[src/rtl/serdes_align_ctrl.sv]
// Link training (serdes reset, bitslip, IDELAY tap stepping) and lock monitor for NUM_CHANNELS lanes.
// Define SERDES_ALIGN_CTRL_PRBS_EN to send and check PRBS7 in MONITOR instead of TRAINING_WORD.
module serdes_align_ctrl #(
  parameter int         DATA_WIDTH    = 8,
  parameter int         NUM_CHANNELS  = 2,
  parameter logic [7:0] TRAINING_WORD = 8'h5C,
  parameter int         RST_CYCLES    = 4,
  parameter int         SLIP_WAIT     = 3,
  parameter int         MATCH_CYCLES  = 16,
  parameter int         NUM_TAPS      = 32
) (
  input  logic                                 CLKDIV,
  input  logic                                 RST,
  input  logic                                 START,
  input  logic [NUM_CHANNELS*DATA_WIDTH-1:0]   RX_DATA,
  output logic [NUM_CHANNELS*DATA_WIDTH-1:0]   TX_DATA,
  output logic                                 SERDES_RST,
  output logic [NUM_CHANNELS-1:0]              BITSLIP,
  output logic [NUM_CHANNELS-1:0]              IDELAY_CE,
  output logic                                 IDELAY_INC,
  output logic [NUM_CHANNELS-1:0]              LOCKED,
  output logic                                 BUSY,
  output logic                                 DONE,
  output logic                                 FAIL,
  output logic [15:0]                          ERR_COUNT
);
  localparam int CH_W    = (NUM_CHANNELS > 1) ? $clog2(NUM_CHANNELS) : 1;
  localparam int TAP_W   = (NUM_TAPS > 1) ? $clog2(NUM_TAPS) : 1;
  localparam int SLIP_W  = $clog2(DATA_WIDTH);
  localparam int MATCH_W = $clog2(MATCH_CYCLES + 1);
  localparam int WAIT_W  = (SLIP_WAIT > 1) ? $clog2(SLIP_WAIT + 1) : 1;
  localparam logic [DATA_WIDTH-1:0] TRAIN = TRAINING_WORD[DATA_WIDTH-1:0];

  typedef enum logic [2:0] {
    S_RST_HOLD, S_IDLE, S_SETTLE, S_CHECK, S_NEXT, S_MONITOR
  } state_t;

  state_t                  state;
  logic [3:0]              rst_cnt;
  logic [WAIT_W-1:0]       wait_cnt;
  logic [MATCH_W-1:0]      match_cnt;
  logic [SLIP_W-1:0]       slip_cnt;
  logic [TAP_W-1:0]        tap_cnt;
  logic [CH_W-1:0]         ch_idx;
  logic [NUM_CHANNELS-1:0] failed;
  logic                    restart;

  logic [DATA_WIDTH-1:0]   rx_word;
  logic [DATA_WIDTH-1:0]   exp_word [NUM_CHANNELS];
  logic                    chk_valid;
  logic [3:0]              n_err;
  logic [16:0]             err_sum;

  assign IDELAY_INC = 1'b1;

  always_comb begin
    rx_word = RX_DATA[ch_idx*DATA_WIDTH +: DATA_WIDTH];
  end

  always_comb begin
    n_err = '0;
    for (int unsigned c = 0; c < NUM_CHANNELS; c++) begin
      if (LOCKED[c] && chk_valid && (RX_DATA[c*DATA_WIDTH +: DATA_WIDTH] != exp_word[c]))
        n_err = n_err + 4'd1;
    end
    err_sum = {1'b0, ERR_COUNT} + {13'd0, n_err};
  end

`ifdef SERDES_ALIGN_CTRL_PRBS_EN
  // PRBS7 (x^7+x^6+1): the word is the next DATA_WIDTH generator bits, MSB first.
  function automatic logic [DATA_WIDTH-1:0] prbs_word(input logic [6:0] s);
    logic [6:0]            st;
    logic [DATA_WIDTH-1:0] w;
    logic                  b;
    st = s;
    w  = '0;
    for (int unsigned i = 0; i < DATA_WIDTH; i++) begin
      b = st[6] ^ st[5];
      w[DATA_WIDTH-1-i] = b;
      st = {st[5:0], b};
    end
    return w;
  endfunction

  function automatic logic [6:0] prbs_adv(input logic [6:0] s, input logic [DATA_WIDTH-1:0] w);
    logic [DATA_WIDTH+6:0] t;
    t = {s, w};
    return t[6:0];
  endfunction

  logic [6:0] tx_lfsr;
  logic [6:0] chk_lfsr [NUM_CHANNELS];
  logic [3:0] sync_cnt;

  assign chk_valid = (sync_cnt == 4'd8);

  always_comb begin
    for (int unsigned c = 0; c < NUM_CHANNELS; c++)
      exp_word[c] = prbs_word(chk_lfsr[c]);
  end

  // Checker state is loaded from the received stream for 8 words, then free-runs on its own prediction.
  always_ff @(posedge CLKDIV or posedge RST) begin
    if (RST) begin
      TX_DATA  <= {NUM_CHANNELS{TRAIN}};
      tx_lfsr  <= 7'h7F;
      sync_cnt <= '0;
      for (int unsigned c = 0; c < NUM_CHANNELS; c++) chk_lfsr[c] <= 7'h7F;
    end else if (state == S_MONITOR) begin
      TX_DATA <= {NUM_CHANNELS{prbs_word(tx_lfsr)}};
      tx_lfsr <= prbs_adv(tx_lfsr, prbs_word(tx_lfsr));
      if (sync_cnt != 4'd8) sync_cnt <= sync_cnt + 4'd1;
      for (int unsigned c = 0; c < NUM_CHANNELS; c++)
        chk_lfsr[c] <= chk_valid ? prbs_adv(chk_lfsr[c], exp_word[c])
                                 : prbs_adv(chk_lfsr[c], RX_DATA[c*DATA_WIDTH +: DATA_WIDTH]);
    end else begin
      TX_DATA  <= {NUM_CHANNELS{TRAIN}};
      tx_lfsr  <= 7'h7F;
      sync_cnt <= '0;
    end
  end
`else
  assign TX_DATA   = {NUM_CHANNELS{TRAIN}};
  assign chk_valid = 1'b1;

  always_comb begin
    for (int unsigned c = 0; c < NUM_CHANNELS; c++)
      exp_word[c] = TRAIN;
  end
`endif

  always_ff @(posedge CLKDIV or posedge RST) begin
    if (RST) begin
      state      <= S_RST_HOLD;
      SERDES_RST <= 1'b1;
      BITSLIP    <= '0;
      IDELAY_CE  <= '0;
      LOCKED     <= '0;
      BUSY       <= 1'b0;
      DONE       <= 1'b0;
      FAIL       <= 1'b0;
      ERR_COUNT  <= '0;
      rst_cnt    <= '0;
      wait_cnt   <= '0;
      match_cnt  <= '0;
      slip_cnt   <= '0;
      tap_cnt    <= '0;
      ch_idx     <= '0;
      failed     <= '0;
      restart    <= 1'b0;
    end else begin
      BITSLIP   <= '0;
      IDELAY_CE <= '0;
      case (state)
        S_RST_HOLD: begin
          if (rst_cnt == 4'(RST_CYCLES - 1)) begin
            SERDES_RST <= 1'b0;
            rst_cnt    <= '0;
            state      <= S_IDLE;
          end else begin
            rst_cnt <= rst_cnt + 4'd1;
          end
        end
        S_IDLE: begin
          if (START || restart) begin
            restart   <= 1'b0;
            LOCKED    <= '0;
            FAIL      <= 1'b0;
            DONE      <= 1'b0;
            ERR_COUNT <= '0;
            failed    <= '0;
            BUSY      <= 1'b1;
            ch_idx    <= '0;
            tap_cnt   <= '0;
            slip_cnt  <= '0;
            wait_cnt  <= '0;
            state     <= S_SETTLE;
          end
        end
        S_SETTLE: begin
          if (wait_cnt == WAIT_W'(SLIP_WAIT - 1)) begin
            wait_cnt  <= '0;
            match_cnt <= '0;
            state     <= S_CHECK;
          end else begin
            wait_cnt <= wait_cnt + 1'b1;
          end
        end
        S_CHECK: begin
          if (rx_word == TRAIN) begin
            match_cnt <= match_cnt + 1'b1;
            if (match_cnt == MATCH_W'(MATCH_CYCLES - 1)) begin
              LOCKED[ch_idx] <= 1'b1;
              state          <= S_NEXT;
            end
          end else if (slip_cnt != SLIP_W'(DATA_WIDTH - 1)) begin
            BITSLIP[ch_idx] <= 1'b1;
            slip_cnt        <= slip_cnt + 1'b1;
            state           <= S_SETTLE;
          end else begin
            // The last-tap step is still issued so the delay line wraps back to tap 0.
            IDELAY_CE[ch_idx] <= 1'b1;
            slip_cnt          <= '0;
            if (tap_cnt == TAP_W'(NUM_TAPS - 1)) begin
              failed[ch_idx] <= 1'b1;
              state          <= S_NEXT;
            end else begin
              tap_cnt <= tap_cnt + 1'b1;
              state   <= S_SETTLE;
            end
          end
        end
        S_NEXT: begin
          tap_cnt  <= '0;
          slip_cnt <= '0;
          if (ch_idx == CH_W'(NUM_CHANNELS - 1)) begin
            BUSY  <= 1'b0;
            DONE  <= 1'b1;
            FAIL  <= |failed;
            state <= S_MONITOR;
          end else begin
            ch_idx <= ch_idx + 1'b1;
            state  <= S_SETTLE;
          end
        end
        S_MONITOR: begin
          if (START) begin
            LOCKED     <= '0;
            FAIL       <= 1'b0;
            DONE       <= 1'b0;
            ERR_COUNT  <= '0;
            failed     <= '0;
            BUSY       <= 1'b1;
            restart    <= 1'b1;
            SERDES_RST <= 1'b1;
            rst_cnt    <= '0;
            state      <= S_RST_HOLD;
          end else begin
            ERR_COUNT <= err_sum[16] ? 16'hFFFF : err_sum[15:0];
          end
        end
        default: state <= S_RST_HOLD;
      endcase
    end
  end
endmodule

[config.mk]
export PLATFORM = sky130hd
export DESIGN_NAME = serdes_align_ctrl
export DESIGN_NICKNAME = d
export VERILOG_FILES = /design/src/rtl/serdes_align_ctrl.sv
export SDC_FILE = /design/constraint.sdc
export NUM_CORES = 1
export LEC_CHECK = 0
export CAP_MARGIN = 30
export CORE_ASPECT_RATIO = 0.6
export CORE_UTILIZATION = 52
export DETAILED_ROUTE_END_ITERATION = 6
export PLACE_DENSITY = 0.88
export SETUP_SLACK_MARGIN = 0.2
export SLEW_MARGIN = 20
export SYNTH_ARGS = -nofsm -noshare
export SYNTH_HDL_FRONTEND = slang
export SYNTH_SLANG_ARGS = --single-unit
[constraint.sdc]
create_clock -name CLKDIV -period 3.9 [get_ports CLKDIV]
set_clock_uncertainty 0.2 [all_clocks]
set_input_delay 0.585 -clock CLKDIV [delete_from_list [all_inputs] [get_ports CLKDIV]]
set_output_delay 0.585 -clock CLKDIV [all_outputs]
set_load 0.1 [all_outputs]
==> results of run 1 <==
worst max-delay path, stage by stage:
cell and delay [ns]:
sky130_fd_sc_hd__clkdlybuf4s50_1 0.52, sky130_fd_sc_hd__nand4bb_4 0.14, sky130_fd_sc_hd__nor4_4 0.16, sky130_fd_sc_hd__buf_4 0.17, sky130_fd_sc_hd__nor2b_1 0.06, sky130_fd_sc_hd__ha_4 0.28
sky130_fd_sc_hd__ha_4 0.14, sky130_fd_sc_hd__inv_4 0.04, sky130_fd_sc_hd__fa_2 0.35, sky130_fd_sc_hd__nand3b_1 0.19, sky130_fd_sc_hd__buf_4 0.15, sky130_fd_sc_hd__nor2_1 0.23
sky130_fd_sc_hd__nand4_1 0.22, sky130_fd_sc_hd__nor3_1 0.23, sky130_fd_sc_hd__a2bb2oi_1 0.24
metal layers:
| layer | share of wire (%) | vias to the layer above |
|---|---|---|
| li1 | - | 1350 |
| met1 | 46 | 1432 |
| met2 | 43 | 206 |
| met3 | 9.1 | 19 |
| met4 | 1.6 | 0 |
| met5 | 0 | - |
cell type report:
| type | instances | area (um^2) |
|---|---|---|
| multi-input combinational | 268 | 1780 |
| fill | 411 | 1730 |
| sequential | 52 | 1300 |
| timing repair buffer | 62 | 609 |
| tap | 80 | 100 |
| clock buffer | 7 | 96.3 |
| inverter | 15 | 58.8 |
| clock inverter | 1 | 30.0 |
placed cells by master, fill, tap and decap left out, types with 3 or more instances in the layout:
master	instances
sky130_fd_sc_hd__a31oi_1	8
sky130_fd_sc_hd__nand2_1	24
sky130_fd_sc_hd__clkdlybuf4s50_1	37
sky130_fd_sc_hd__ha_1	8
sky130_fd_sc_hd__nand3_1	10
sky130_fd_sc_hd__a21o_1	5
sky130_fd_sc_hd__a32o_1	3
sky130_fd_sc_hd__nor4_1	4
sky130_fd_sc_hd__dfrtp_1	51
sky130_fd_sc_hd__buf_4	16
sky130_fd_sc_hd__a21oi_1	20
sky130_fd_sc_hd__inv_1	13
sky130_fd_sc_hd__nor2_1	29
sky130_fd_sc_hd__nor2b_1	8
sky130_fd_sc_hd__o21ai_0	38
sky130_fd_sc_hd__nor3_1	10
sky130_fd_sc_hd__clkbuf_8	7
sky130_fd_sc_hd__nand4_1	4
sky130_fd_sc_hd__o31ai_1	5
sky130_fd_sc_hd__dlymetal6s2s_1	7
sky130_fd_sc_hd__nand2_2	3
sky130_fd_sc_hd__a22o_1	11
sky130_fd_sc_hd__and3_1	4
sky130_fd_sc_hd__or2_2	3
sky130_fd_sc_hd__nor4_4	4
sky130_fd_sc_hd__o22ai_1	3
sky130_fd_sc_hd__conb_1	17
final timing paths:
check                             startpoint            end
min in group asynchronous                RST     tap_cnt[0]
worst max-delay path              RX_DATA[4]  ERR_COUNT[14]
worst min-delay path            match_cnt[4]   match_cnt[4]
worst max register to register     LOCKED[1]  ERR_COUNT[14]
worst min register to register  match_cnt[4]   match_cnt[4]
max in group asynchronous                RST     SERDES_RST
sequential cells by signal, indices dropped and copies added (netlist names):
name,flops
rst_cnt,4
wait_cnt,2
failed,2
IDELAY_CE,2
match_cnt,5
tap_cnt,5
state,3
BITSLIP,2
ch_idx,1
SERDES_RST,1
LOCKED,2
DONE,1
ERR_COUNT,16
FAIL,1
restart,1
slip_cnt,3
BUSY,1
kinds of logic (layout without fill, tap and decap cells):
kind of cell	after synthesis	after routing
compound gates	115	115
fa+ha+maj	11	11
buf+inv	46	85
flops	52	52
other cells	2	17
mux	3	3
simple gates	122	122
timing repair:
action,4_1_cts,5_1_grt
gates resized for setup,8,21
hold buffers,0,0
gates cloned,0,0
endpoints found under the setup margin,16,16
pin swaps,4,10
buffers inserted,1,3
metrics by stage:
step,worst slack (ns),hold slack (ns)
4_1_cts,0.208,0.316
3_3_place_gp,-0.210,0.259
5_1_grt,0.114,0.338
2_1_floorplan,0.209,0.250
3_5_place_dp,-0.414,0.294
6_report,0.219,0.308
cell usage after synthesis (all sizes together), types with 5 or more instances:
| master | n |
|---|---|
| inv | 15 |
| nand2 | 27 |
| clkbuf | 11 |
| nor2b | 8 |
| dfrtp | 51 |
| o21ai | 38 |
| nor3 | 11 |
| nor2 | 29 |
| nor4 | 8 |
| buf | 20 |
| nand3 | 10 |
| a21o | 5 |
| a31oi | 8 |
| o31ai | 5 |
| a22o | 11 |
| a21oi | 20 |
| ha | 10 |
power groups by stage:
stage / clock network, mW / logic (mW) / registers, mW
final: 0.419 / 0.840 / 0.764
after global routing: 0.441 / 0.899 / 0.779
after CTS: 0.414 / 0.823 / 0.761
after detailed placement: 0 / 0.822 / 0.769
after global placement: 0 / 0.793 / 0.764
after floorplan: 0 / 0.507 / 0.902
==> flow_metrics.tcl, run 1 <==
set metrics [dict create \
    status "finished clean" \
    switching_share_pct 44.1 \
    reg2reg_setup_slack_ns 0.95 \
    report.power.total_mw 2.02 \
    grt_max_degree 34 \
    remaining_drc_errors 0 \
    timing_worst_slew_pin_value_ns 1.06 \
    cts_tree "done" \
    yosys.area_share.simple_pct 21.3 \
    grt_antenna_before_repair 0 \
    total_placed_cells_including_tap_cells 473 \
    hpwlAfterDp_um 5660 \
    die_height_um 62.3 \
    drv_cap 0 \
    critical_path.max_fanout 3 \
    p_leak_nw 1.75 \
    synth_seq_area_share_pct 41.4 \
    clkSinkCount 52 \
    complex_gate_fraction_of_the_synthesized_area_pct 23.8 \
    synth_async_reset_ratio_pct 100 \
    power.share.sequential_pct 37.8 \
    synth_mux_area_share_pct 1.03 \
    netlist_cell_types 59 \
    detail_route.wl_per_cell_um 18.2 \
    place.port_buffers 44 \
    layout_cell_area_excl_fill_um2 3980 \
    num_antenna_cells 0 \
    synth.top_cells.by_area "sky130_fd_sc_hd__dfrtp_1 41%, sky130_fd_sc_hd__o21ai_0 6.0%, sky130_fd_sc_hd__buf_4 4.1%, sky130_fd_sc_hd__ha_1 4.0%, sky130_fd_sc_hd__nor2_1 3.5%" \
    use_met2_pct 37.1 \
    drv_slew 0 \
    gr-usage-met3_pct 6.53 \
    final_util_pct 69.7 \
    synth_top_cell_by_area "sky130_fd_sc_hd__dfrtp_1" \
    initial_core_util_pct 55.2 \
    htreeDepth 2 \
    groute.layer.met1.usage_pct 41.4 \
    hold_path.class "reg -> reg" \
    worstRegToRegCells 11 \
    finish.net_count 434 \
    rows 21 \
    power_density_nw_per_um2 509 \
    synth_xor_area_share_pct 0 \
    syn-instance-count 351 \
    clk-insertion-delay-late_ns 0.32 \
    postSynth.topFlopCell "sky130_fd_sc_hd__dfrtp_1" \
    synth_enable_flop_cells 0 \
    timing.critical_path.from_type "input pin" \
    synth-seq-cells 52 \
    clock-root-buffer "sky130_fd_sc_hd__clkbuf_8" \
    antenna_left 0 \
    power.combinational.fraction_pct 41.5 \
    gp_congestion 0.897 \
    globalRoute.totalOverflow 0 \
    floorplan.die_area_um2 6380 \
    ys.warnings.count 0 \
    die-width_um 102 \
    cts-buffers-inserted 5 \
    via_count_of_the_first_global_routing_pass 2754 \
    timing.final.crit_share_pct 94.4 \
    firstDrtPassIters 5 \
    achievable-frequency_mhz 272 \
    rsz_0062_raised_after_global_routing "no" \
    worst_hold_path_cells 1 \
    slew-limit-headroom_pct 28.6 \
    core-area_um2 5700 \
    instances_no_fill 485 \
    timing.setup.critical_path_class "in -> reg" \
    viasPerCell 6.20 \
    cp.arrival_ns 3.71 \
    first_pass_grt_wire_length_um 13400 \
    timing.final.hold_violations 0 \
    gr-usage-all-layers_pct 26.9 \
    power.ir.vdd_worst_uv 362 \
    clockBufferDepth 2 \
    drtIter0Drc 490 \
    total_placed_instance_area_um2 3680 \
    postSynthAreaPerCell_um2 8.97 \
    mappedNetlistArea_um2 3150 \
    crit_required_ns 3.93 \
    wirelength_um 8800 \
    vias 3007 \
    power.share.clock_pct 20.7 \
    setup_viol 0 \
    synth_adder_area_share_pct 4.61 \
    net-switching-power_mw 0.893 \
    synth_top_cell_area_share_pct 40.6 \
    io_pins 62 \
    setup.worst_path.end_class "flop" \
    layout-drive-gt1-share_pct 14.1 \
    internal_power_mw 1.13 \
    final.setup.tns_ns 0 \
    worst_setup_hold_path_clk_slew_ns 0.10 \
    global_route.peak_usage_layer "met1" \
    area_growth_syn_to_layout_pct 26.3 \
    main_combinational_cell_family_by_area_after_synthesis "compound AO/OA/AOI/OAI gates" \
    fin_crit_ns 3.68 \
]
(Power assumes the default switching activity.)
==> inputs of run 2 (changes only) <==
--- a/config.mk
+++ b/config.mk
@@ -9,6 +9,8 @@
 export CORE_ASPECT_RATIO = 0.6
 export CORE_UTILIZATION = 52
 export DETAILED_ROUTE_END_ITERATION = 6
+export HOLD_SLACK_MARGIN = 0.08
+export MAX_ROUTING_LAYER = met4
 export PLACE_DENSITY = 0.88
 export SETUP_SLACK_MARGIN = 0.2
 export SLEW_MARGIN = 20
==> flow_metrics.tcl, run 2 (same netlist as run 1, synthesis figures left out) <==
set metrics [dict create \
    ff_latch_area_um2 1300 \
    grt_max_degree 34 \
    core-area_um2 5700 \
    cp_cell_sequence "clkdlybuf4s50_1 > nand4bb_4 > nor4_4 > buf_4 > nor2b_1 > ha_4 > ha_4 > inv_4 > fa_2 > nand3b_1 > buf_4 > nor2_1 > nand4_1 > nor3_1 > a2bb2oi_1" \
    layout_cell_area_excl_fill_um2 3980 \
    io_pins 62 \
    viasPerCell 6.29 \
    timing.final.ws_setup_ns 0.219 \
    num_antenna_cells 0 \
    die_height_um 62.3 \
    drv_cap 0 \
    clock-root-buffer "sky130_fd_sc_hd__clkbuf_8" \
    clk-insertion-delay-late_ns 0.32 \
    cp.arrival_ns 3.71 \
    floorplan.die_area_um2 6380 \
    clkSinkCount 52 \
    power_density_nw_per_um2 510 \
    layout-drive-gt1-share_pct 14.1 \
    path_delay_family "simple AND/OR/NAND/NOR gates" \
    achievable-frequency_mhz 272 \
    drv_slew 0 \
    detail_route.wl_per_cell_um 18.2 \
    place.port_buffers 44 \
    largest_register_ffs 16 \
    globalRoute.totalOverflow 0 \
    gp_congestion 0.913 \
    initial_core_util_pct 55.2 \
    cp_num_buf_inv 4 \
    via_count_of_the_first_global_routing_pass 2756 \
    timing.critical_path.slowest_cell_delay_ns 0.52 \
    multi_input_gate_area_um2 1780 \
    crit_required_ns 3.93 \
    wirelength_um 8810 \
    setup_viol 0 \
    timing.final.hold_violations 0 \
    place_ws_ns -0.414 \
    area_growth_syn_to_layout_pct 26.3 \
    timing.setup.critical_path_class "in -> reg" \
    total_placed_cells_including_tap_cells 473 \
    remaining_drc_errors 0 \
    rows 21 \
    p_leak_nw 1.75 \
    power.ir.vdd_worst_uv 362 \
    fillCellCount 411 \
    setup.worst_path.end_class "flop" \
    cts-buffers-inserted 5 \
    timing_worst_slew_pin_value_ns 1.06 \
    antenna_left 0 \
    fin_crit_ns 3.68 \
    largest-register "ERR_COUNT" \
    htreeDepth 2 \
    drtIter0Drc 443 \
    slew-limit-headroom_pct 28.6 \
    grt_antenna_before_repair 0 \
    timing.final.crit_share_pct 94.4 \
    worst_path_max_delay_cell "sky130_fd_sc_hd__clkdlybuf4s50_1" \
    gr-usage-all-layers_pct 27.8 \
    top_library_cells_by_usage_in_the_layout_fill_and_taps_aside "51 x sky130_fd_sc_hd__dfrtp_1, 38 x sky130_fd_sc_hd__o21ai_0, 37 x sky130_fd_sc_hd__clkdlybuf4s50_1" \
    firstDrtPassIters 5 \
    largestRegisters "ERR_COUNT: 16 flops, match_cnt: 5 flops, tap_cnt: 5 flops" \
    timing.critical_path.from_type "input pin" \
    hold_path.class "reg -> reg" \
    instances_no_fill 485 \
    hpwlAfterDp_um 5660 \
    status "finished clean" \
    first_pass_grt_wire_length_um 13400 \
    die-width_um 102 \
    finish.net_count 434 \
    vias 3051 \
    hold-worst-slack_ns 0.308 \
    clockBufferDepth 2 \
    report.power.total_mw 2.03 \
    layout.cells.most_common "sky130_fd_sc_hd__dfrtp_1" \
    cts_tree "done" \
    critical_path.max_fanout 3 \
    rsz_0062_raised_after_global_routing "no" \
    total_placed_instance_area_um2 3680 \
    worst_setup_hold_path_clk_slew_ns 0.11 \
]
## run 2: cell counts in the layout (fill, tap and decap cells not counted)
No cell type changed its count.
## run 2: worst paths after layout
check	from	endpoint	slack (ns)	cells past startpoint
max in group asynchronous	RST	SERDES_RST	2.51	3
worst min-delay path	match_cnt[4]	match_cnt[4]	0.31	1
min in group asynchronous	RST	tap_cnt[0]	0.39	2
worst min register to register	match_cnt[4]	match_cnt[4]	0.31	1
worst max-delay path	RX_DATA[4]	ERR_COUNT[14]	0.22	15
worst max register to register	LOCKED[1]	ERR_COUNT[14]	0.95	11
## run 2: final cells by class
type	count	area share, %
well taps	80	2.52
inverters	15	1.48
multi-input cells	268	44.7
repair buffers	62	15.3
clock buffers	7	2.42
clock inverters	1	0.755
flip-flops and latches	52	32.8
## run 2: stage by stage
| step | setup TNS, ns | util (%) |
|---|---|---|
| 2_1_floorplan | 0 | - |
| 3_3_place_gp | -1.76 | 64.3 |
| 4_1_cts | 0 | 67.7 |
| 6_report | 0 | 69.7 |
| 5_1_grt | 0 | 69.7 |
| 3_5_place_dp | -4.17 | 64.6 |
## run 2: where the power goes
| group | internal, mW | switching (mW) |
|---|---|---|
| combinational | 0.269 | 0.569 |
| clock | 0.227 | 0.196 |
| sequential | 0.634 | 0.130 |
## run 2: worst reg2reg max path, cell delays in order, from the launching register on
cell and delay (ns):
sky130_fd_sc_hd__dfrtp_1 0.42, sky130_fd_sc_hd__and2_4 0.18, sky130_fd_sc_hd__ha_4 0.26, sky130_fd_sc_hd__ha_4 0.14
sky130_fd_sc_hd__inv_4 0.04, sky130_fd_sc_hd__fa_2 0.35, sky130_fd_sc_hd__nand3b_1 0.19, sky130_fd_sc_hd__buf_4 0.16
sky130_fd_sc_hd__nor2_1 0.21, sky130_fd_sc_hd__nand4_1 0.23, sky130_fd_sc_hd__nor3_1 0.24, sky130_fd_sc_hd__a2bb2oi_1 0.25
## run 2: layer usage
metal / track usage [%] / wire length, um / part of all wire [%]
met1: 41.4 / 3950 / 45
met2: 37.2 / 3750 / 43
met3: 6.53 / 906 / 10
met4: 7.86 / 206 / 2.3
met5: - / 0 / 0
## run 2: what timing repair did
action	4_1_cts	5_1_grt
hold buffers	0	0
gates resized for setup	8	21
setup endpoints to repair	16	16
pin swaps	4	10
setup buffers	1	3
